<file path="src/rtl/sb_spi_pkg.sv">
// Shared definitions for the SB_SPI system-bus host.
// Register offsets, status bit positions and the sequencer state type.
package sb_spi_pkg;

    localparam logic [3:0] SPICR0  = 4'h8;
    localparam logic [3:0] SPICR1  = 4'h9;
    localparam logic [3:0] SPICR2  = 4'hA;
    localparam logic [3:0] SPIBR   = 4'hB;
    localparam logic [3:0] SPISR   = 4'hC;
    localparam logic [3:0] SPITXDR = 4'hD;
    localparam logic [3:0] SPIRXDR = 4'hE;
    localparam logic [3:0] SPICSR  = 4'hF;

    localparam int TRDY = 4;
    localparam int RRDY = 3;

    typedef enum logic [3:0] {
        CFG0,
        CFG2,
        CFGB,
        CFG1,
        IDLE,
        CS_ON,
        POLL_T,
        WR_TX,
        POLL_R,
        RD_RX,
        RX_OUT,
        IN_FRAME,
        CS_OFF
    } state_e;

endpackage

</file>
<file path="src/rtl/sb_bus_xfer.sv">
// Single strobe/ack transaction engine towards the SB_SPI register port.
// SB_SPI_HOST_ACK_TIMEOUT_EN adds an ack watchdog that aborts the strobe.
module sb_bus_xfer #(
    parameter int unsigned ACK_TIMEOUT = 64
) (
    input  logic       clk,
    input  logic       rst_n,
    input  logic       start,
    input  logic       we,
    input  logic [7:0] addr,
    input  logic [7:0] wdata,
    output logic [7:0] rdata,
    output logic       done,
    output logic       timeout,
    output logic       sb_stb,
    output logic       sb_rw,
    output logic [7:0] sb_adr,
    output logic [7:0] sb_dat_w,
    input  logic [7:0] sb_dat_r,
    input  logic       sb_ack
);

    // A new strobe is only launched from stb=0, which guarantees an idle gap.
    always_ff @(posedge clk) begin
        if (!rst_n) begin
            sb_stb   <= 1'b0;
            sb_rw    <= 1'b0;
            sb_adr   <= 8'h00;
            sb_dat_w <= 8'h00;
        end else if (sb_stb) begin
            if (sb_ack || timeout) begin
                sb_stb <= 1'b0;
            end
        end else if (start) begin
            sb_stb   <= 1'b1;
            sb_rw    <= we;
            sb_adr   <= addr;
            sb_dat_w <= wdata;
        end
    end

    assign done  = sb_stb && sb_ack;
    assign rdata = sb_dat_r;

`ifdef SB_SPI_HOST_ACK_TIMEOUT_EN
    localparam int CW = $clog2(ACK_TIMEOUT + 1);

    logic [CW-1:0] cnt;

    always_ff @(posedge clk) begin
        if (!rst_n || !sb_stb || sb_ack) begin
            cnt <= '0;
        end else begin
            cnt <= cnt + 1'b1;
        end
    end

    // Fires in the strobe's ACK_TIMEOUT-th cycle, so stb is high that long.
    assign timeout = sb_stb && !sb_ack && (cnt == CW'(ACK_TIMEOUT - 1));
`else
    logic unused_cfg;
    assign unused_cfg = |ACK_TIMEOUT;
    assign timeout    = 1'b0;
`endif

endmodule

</file>
<file path="src/rtl/sb_spi_host.sv">
// SPI master sequencer driving the iCE40 SB_SPI hard block over its system bus.
// SB_SPI_HOST_ACK_TIMEOUT_EN enables the bus-ack watchdog and the err flag.
module sb_spi_host
    import sb_spi_pkg::*;
#(
    parameter logic [3:0]  BUS_ADDR74  = 4'b0000,
    parameter logic [7:0]  CR0_VAL     = 8'h00,
    parameter logic [7:0]  CR1_VAL     = 8'h80,
    parameter logic [7:0]  CR2_VAL     = 8'hC0,
    parameter logic [7:0]  BR_VAL      = 8'h05,
    parameter logic [7:0]  CS_MASK     = 8'h01,
    parameter int unsigned ACK_TIMEOUT = 64
) (
    input  logic       clk,
    input  logic       rst_n,
    input  logic [7:0] tx_data,
    input  logic       tx_last,
    input  logic       tx_valid,
    output logic       tx_ready,
    output logic [7:0] rx_data,
    output logic       rx_valid,
    input  logic       rx_ready,
    output logic       busy,
    output logic       err,
    output logic       sb_stb,
    output logic       sb_rw,
    output logic [7:0] sb_adr,
    output logic [7:0] sb_dat_w,
    input  logic [7:0] sb_dat_r,
    input  logic       sb_ack
);

    state_e     state_q, state_d;
    logic       start, we, done, timeout;
    logic [3:0] off;
    logic [7:0] wdata, rdata;
    logic [7:0] tx_byte;
    logic       last_q;

    sb_bus_xfer #(
        .ACK_TIMEOUT(ACK_TIMEOUT)
    ) u_xfer (
        .clk     (clk),
        .rst_n   (rst_n),
        .start   (start),
        .we      (we),
        .addr    ({BUS_ADDR74, off}),
        .wdata   (wdata),
        .rdata   (rdata),
        .done    (done),
        .timeout (timeout),
        .sb_stb  (sb_stb),
        .sb_rw   (sb_rw),
        .sb_adr  (sb_adr),
        .sb_dat_w(sb_dat_w),
        .sb_dat_r(sb_dat_r),
        .sb_ack  (sb_ack)
    );

    assign tx_ready = (state_q == IDLE) || (state_q == IN_FRAME);
    assign rx_valid = (state_q == RX_OUT);
    assign busy     = (state_q != IDLE);

    always_comb begin
        state_d = state_q;
        start   = 1'b0;
        we      = 1'b0;
        off     = 4'h0;
        wdata   = 8'h00;
        unique case (state_q)
            CFG0: begin
                start = 1'b1; we = 1'b1; off = SPICR0; wdata = CR0_VAL;
                if (done) state_d = CFG2;
            end
            CFG2: begin
                start = 1'b1; we = 1'b1; off = SPICR2; wdata = CR2_VAL;
                if (done) state_d = CFGB;
            end
            CFGB: begin
                start = 1'b1; we = 1'b1; off = SPIBR; wdata = BR_VAL;
                if (done) state_d = CFG1;
            end
            CFG1: begin
                start = 1'b1; we = 1'b1; off = SPICR1; wdata = CR1_VAL;
                if (done) state_d = IDLE;
            end
            IDLE: begin
                if (tx_valid) state_d = CS_ON;
            end
            CS_ON: begin
                start = 1'b1; we = 1'b1; off = SPICSR; wdata = CS_MASK;
                if (done) state_d = POLL_T;
            end
            POLL_T: begin
                start = 1'b1; off = SPISR;
                if (done && rdata[TRDY]) state_d = WR_TX;
            end
            WR_TX: begin
                start = 1'b1; we = 1'b1; off = SPITXDR; wdata = tx_byte;
                if (done) state_d = POLL_R;
            end
            POLL_R: begin
                start = 1'b1; off = SPISR;
                if (done && rdata[RRDY]) state_d = RD_RX;
            end
            RD_RX: begin
                start = 1'b1; off = SPIRXDR;
                if (done) state_d = RX_OUT;
            end
            RX_OUT: begin
                if (rx_ready) state_d = last_q ? CS_OFF : IN_FRAME;
            end
            IN_FRAME: begin
                if (tx_valid) state_d = POLL_T;
            end
            CS_OFF: begin
                start = 1'b1; we = 1'b1; off = SPICSR; wdata = 8'h00;
                if (done) state_d = IDLE;
            end
            default: state_d = CFG0;
        endcase
        // Abort: release CS unless no frame is open (config or CS release itself).
        if (timeout) begin
            if (state_q inside {CFG0, CFG2, CFGB, CFG1, CS_OFF}) begin
                state_d = IDLE;
            end else begin
                state_d = CS_OFF;
            end
        end
    end

    always_ff @(posedge clk) begin
        if (!rst_n) begin
            state_q <= CFG0;
            tx_byte <= 8'h00;
            last_q  <= 1'b0;
            rx_data <= 8'h00;
        end else begin
            state_q <= state_d;
            if (tx_valid && tx_ready) begin
                tx_byte <= tx_data;
                last_q  <= tx_last;
            end
            if (state_q == RD_RX && done) begin
                rx_data <= rdata;
            end
        end
    end

`ifdef SB_SPI_HOST_ACK_TIMEOUT_EN
    always_ff @(posedge clk) begin
        if (!rst_n) begin
            err <= 1'b0;
        end else if (timeout) begin
            err <= 1'b1;
        end
    end
`else
    assign err = 1'b0;
`endif

endmodule

</file>
<file path="config.mk">
export PLATFORM = sky130hd
export DESIGN_NAME = sb_spi_host
export DESIGN_NICKNAME = d
export VERILOG_FILES = /design/src/rtl/sb_spi_pkg.sv /design/src/rtl/sb_bus_xfer.sv /design/src/rtl/sb_spi_host.sv
export SDC_FILE = /design/constraint.sdc
export NUM_CORES = 1
export LEC_CHECK = 0
export ABC_AREA = 1
export CAP_MARGIN = 20
export CORE_ASPECT_RATIO = 1.25
export CORE_UTILIZATION = 49
export CTS_BUF_LIST = sky130_fd_sc_hd__clkbuf_8
export CTS_CLUSTER_SIZE = 14
export DETAILED_ROUTE_END_ITERATION = 12
export PLACE_DENSITY = 0.91
export SYNTH_ARGS = -nofsm -noshare
export SYNTH_HDL_FRONTEND = slang
export SYNTH_SLANG_ARGS = --single-unit
</file>
<file path="constraint.sdc">
create_clock -name clk -period 1.8 [get_ports clk]
set_input_delay 0.36 -clock clk [delete_from_list [all_inputs] [get_ports clk]]
set_output_delay 0.36 -clock clk [all_outputs]
set_load 0.05 [all_outputs]
</file>
Word level (Yosys, flattened, before mapping)
Index checks and enable logic that the tools add are counted.
Operators by class
  add/sub/neg operators: 0
  multipliers: 0
  div/mod/pow operators: 0
  order comparisons: 0
  equality and inequality tests: 25
  shift operators: 0
  mux-type cells: 21
  bitwise logic cells: 1
  reduce and logical (&&, ||, !) cells: 14
Operators with widths (count)
  4-bit two-way mux: 12
  4-bit case mux with 12 select lines: 1
  8-bit case mux with 5 select lines: 1
  4-bit case mux with 8 select lines: 1
  4-bit equality test, second input constant: 5
  2-bit != test, second input constant: 10
  4-bit by 3-bit equality test with 1-bit output, second input constant: 4
  12-bit AND reduction: 1
  10-bit OR reduction: 1
  4-bit by 2-bit equality test with 1-bit output, second input constant: 2
  7-bit OR reduction: 1
  2-bit OR reduction: 3
  1-bit logical AND: 5
  1-bit two-way mux: 5
  4-bit by 1-bit equality test with 1-bit output, second input constant: 1
  4-bit zero test: 1
  2-bit by 1-bit != test with 1-bit output, second input constant: 2
  4-bit by 3-bit != test with 1-bit output, second input constant: 1
  3-bit two-way mux: 1
  2-bit AND reduction: 1
  1-bit logical OR: 1
  1-bit inverter: 1
Storage, ports and cells
  register bits after elaboration: 35
  latch bits: 0
  bits in writable memories: 0
  memory bits (read-only): 0
  input port bits: 22
  output and inout port bits: 30
  word-level logic and storage cells: 69
  memories: 0

Logic depth before layout (Yosys ltp)
  depth in word-level cells: 5
  mapped depth: 11
  mapped depth without buffers: 11

By module
A second synthesis with hierarchy kept.
Unflattened totals
  cells, all modules: 337
  area, all modules: 2177.1 sq um
Modules (own cells, without submodules)
  sb_spi_host: instances 1, cells an instance 211, area an instance 1321.3 sq um, sequential area each 420.4 sq um
  sb_bus_xfer: instances 1, cells an instance 126, area an instance 855.8 sq um, sequential area each 360.3 sq um

Worst setup path after synthesis
No wires, ideal clock.
  path kind: reg2reg
  start point: register state_q[2]
  end point: register tx_byte[3]
  setup time: 0.117 ns
  arrival time: 1.892 ns
  required time: 1.683 ns
  setup slack: -0.210 ns
  cell stages (with the launch flop): 9
  path buffers: 1
  period minus slack after synthesis: 2.010 ns
  path through: dfxtp_1 -> nand2_2 -> inv_2 -> nand2_1 -> o21ai_2 -> nand2_1 -> buf_4 -> o21ai_1 -> a21oi_1
On the way
  word-level cells in the longest chain between the ends: 3
  elaborated cells between the ends (all ways): 4
  classes of those cells: eq/ne: 2; reduce/logical: 2
Ends and longest elaborated chain
  start, declared: line sb_spi_host.sv:33  | state_e state_q, state_d;
  start signal, assigned: line sb_spi_host.sv:139  | state_q <= state_d;
  4-bit by 3-bit equality test with 1-bit output or 4-bit equality test (tied branches): line sb_spi_host.sv:60  | assign tx_ready = (state_q == IDLE) || (state_q == IN_FRAME);
  1-bit logical OR (*): line sb_spi_host.sv:60
  net tx_ready: line sb_spi_host.sv:19  | output logic tx_ready,
  1-bit logical AND (*): line sb_spi_host.sv:140  | if (tx_valid && tx_ready) begin
  end signal, assigned: line sb_spi_host.sv:141  | tx_byte <= tx_data;
  end, declared: line sb_spi_host.sv:37  | logic [7:0] tx_byte;
The timed path passes the listed nets; every way through them passes the cells marked *.
A chain may end at the register's enable or synchronous reset.

Worst setup path after layout
  start point: register state_q[0]
  end point: output port rx_valid
On the way
  word-level cells in the longest chain between the ends: 1
Ends and longest elaborated chain
  4-bit equality test: line sb_spi_host.sv:61  | assign rx_valid = (state_q == RX_OUT);
  end, declared: line sb_spi_host.sv:21  | output logic rx_valid,
Every way passes these cells.

==> flow_summary.yaml <==
floorplan:
  ioPinCount: 52
  core_area_mm2: 0.00348
  dieHeight_um: 69.5
  die_area_mm2: 0.00389
  start_util_pct: 51.3
  rows: 24
  die_w_um: 56.0
job:
  max_cap_violations: 0
global_routing:
  antenna_found_initial: 0
  grt_max_degree: 35
  overflow: 0
  gr-usage-all-layers_pct: 22.7
  grt_pass1_wl_um: 7070
  grt_pass1_vias: 1707
critical_path:
  crit_fanout: 9
  r2r_slack_ns: 0.14
  cp.arrival_ns: 1.36
  start_kind: "register"
  cp.required_ns: 1.44
  end_kind: "output pin"
  criticalPathCategory: "register to output pin"
final_layout:
  num-nets-final: 352
  fin_area_mm2: 0.00241
  finalNonFillerCells: 370
  syn_to_final_growth_pct: 34.7
  fillerInstances: 297
  seqCellArea_um2: 703
  layout-drive-gt1-share_pct: 19.3
  fin_util_pct: 69.1
  multiInputGateArea_um2: 895
  num_antenna_cells: 0
clocking:
  cts_inserted_buffers: 5
  clkSlewWorstSetupHoldPaths_ns: 0.07
  cts_tree: "yes"
  cts_num_sinks: 35
  clock_latency_ns: 0.29
  cts_buffer_depth: 2
  root_buffer: "clkbuf_8"
  cts_setup_buffers: 0
  htreeDepth: 2
run_status:
  status: "finished, final reports clean"
route:
  ant_nets: 0
  drt_iter0_markers: 61
  vias_per_cell: 4.90
  drcViolationCount: 0
  dr.pass1.iters: 4
  wire_per_inst_um: 11.1
  vias: 1813
  routed_wl_um: 4090
hold_path:
  hold_class: "register to register"
power_and_ir_drop:
  p_per_area_mw_per_mm2: 1650
  p_leak_nw: 1.14
  ir_worst_vdd_mv: 1.08
sta:
  finalHoldViolCount: 0
  setup_tns_ns: 0
  finalSetupViolCount: 0
  fin_crit_ns: 1.72
  rsz0062_at_grt: "true"
  fmax_ghz: 0.580
  slew_viol_final: 0
  clock_skew_ns: 0.00271
  final.period_utilization_pct: 95.7
placed_design:
  dp_cells: 362
  placed_area_mm2: 0.00231
  hpwl_um: 3160
  io_buffers: 46
  gp_congestion: 0.927
synthesis:
  yosysSeqAreaShare_pct: 39.2
  ys_warn_count: 0
  synth-main-ff-cell: "dfxtp_1"
  syn_avg_cell_area_um2: 6.45
  async_reset_ff_share_pct: 0
  ys_types: 23
  ys_seq_elements: 35
  syn_area_mm2: 0.00179
  syn_inst: 277
  synth_edf_count: 0
## cell usage in the layout, fill, tap and decap left out, drive strengths merged
master         instances
conb                   5
buf                   34
o2111ai                1
dfxtp                 35
nand2                 60
o211ai                 1
nand3b                 3
clkinv                 2
clkbuf                 5
a21oi                 30
inv                   39
o21ai                 25
clkinvlp               1
clkdlybuf4s50         21
nand3                 16
nor2                  53
## final cells by class
| class | instances | share of cell area, % |
|---|---|---|
| flip-flops and latches | 35 | 29.2 |
| multi-input cells | 194 | 37.2 |
| repair buffers | 55 | 21.9 |
| clock inverters | 3 | 0.676 |
| well taps | 39 | 2.03 |
| inverters | 39 | 6.08 |
| clock buffers | 5 | 2.86 |
## cells by family (layout without fill, tap and decap cells)
family,Yosys count,after routing,share of synthesized area [%]
AND/OR/NAND/NOR,132,132,31.2
AO/OA/AOI/OAI,57,57,16.7
buffers and inverters,52,102,12.7
flip-flops,35,35,39.2
other,1,5,0.210
## synthesized netlist by cell type (all sizes together) (3+ instances only)
cell,count,area (um2)
a21oi,30,154
buf,8,61.3
clkbuf,5,18.8
dfxtp,35,701
inv,38,143
nand2,60,230
nand3,16,92.6
nand3b,3,22.5
nor2,53,211
o21ai,25,129
## per-stage QoR
stage | setup slack, ns | total power, mW | hold WS (ns)
3_3_place_gp | 0.137 | 3.35 | 0.431
5_1_grt | -0.00212 | 4.28 | 0.475
3_5_place_dp | 0.105 | 3.40 | 0.435
6_report | 0.0769 | 3.96 | 0.449
4_1_cts | 0.0166 | 3.94 | 0.452
2_1_floorplan | 0.0790 | 2.81 | 0.425
## final timing paths
kind	from	end	cells past startpoint
setup / recovery	state_q[0]	rx_valid	5
hold / removal	rx_data[6]	rx_data[6]	2
setup reg to reg	state_q[0]	state_q[1]	10
hold reg to reg	rx_data[6]	rx_data[6]	2
## sequential cells by signal, summed over array words and instances (netlist names)
register	count
last_q	1
rx_data	8
u_xfer.sb_stb	1
u_xfer.sb_rw	1
u_xfer.sb_dat_w	8
tx_byte	8
state_q	4
u_xfer.sb_adr	4
## metal layers
layer,routed length (um),share of wire (%),track usage (%)
met5,0,0,0
met4,87,2.1,7.59
met3,217,5.3,5.97
met2,2010,49,39.8
met1,1770,43,26.4
## power breakdown
group | switching [mW] | internal (mW) | total [mW]
clock network | 0.288 | 0.265 | 0.553
registers | 0.135 | 0.980 | 1.11
logic | 1.51 | 0.784 | 2.29
total | 1.93 | 2.03 | 3.96
## critical path: stages, from the launching register on
cell and delay, ns:
dfxtp_1 0.34, buf_4 0.18, inv_2 0.05, nand2_1 0.10, nor2_2 0.23, buf_12 0.17
## repair_timing
action | in CTS | in global routing
hold endpoints to repair | 0 | 0
resized for setup | 0 | 4
setup endpoints to repair | 0 | 8
hold buffers | 0 | 0
Power figures use the tool's default switching activity.
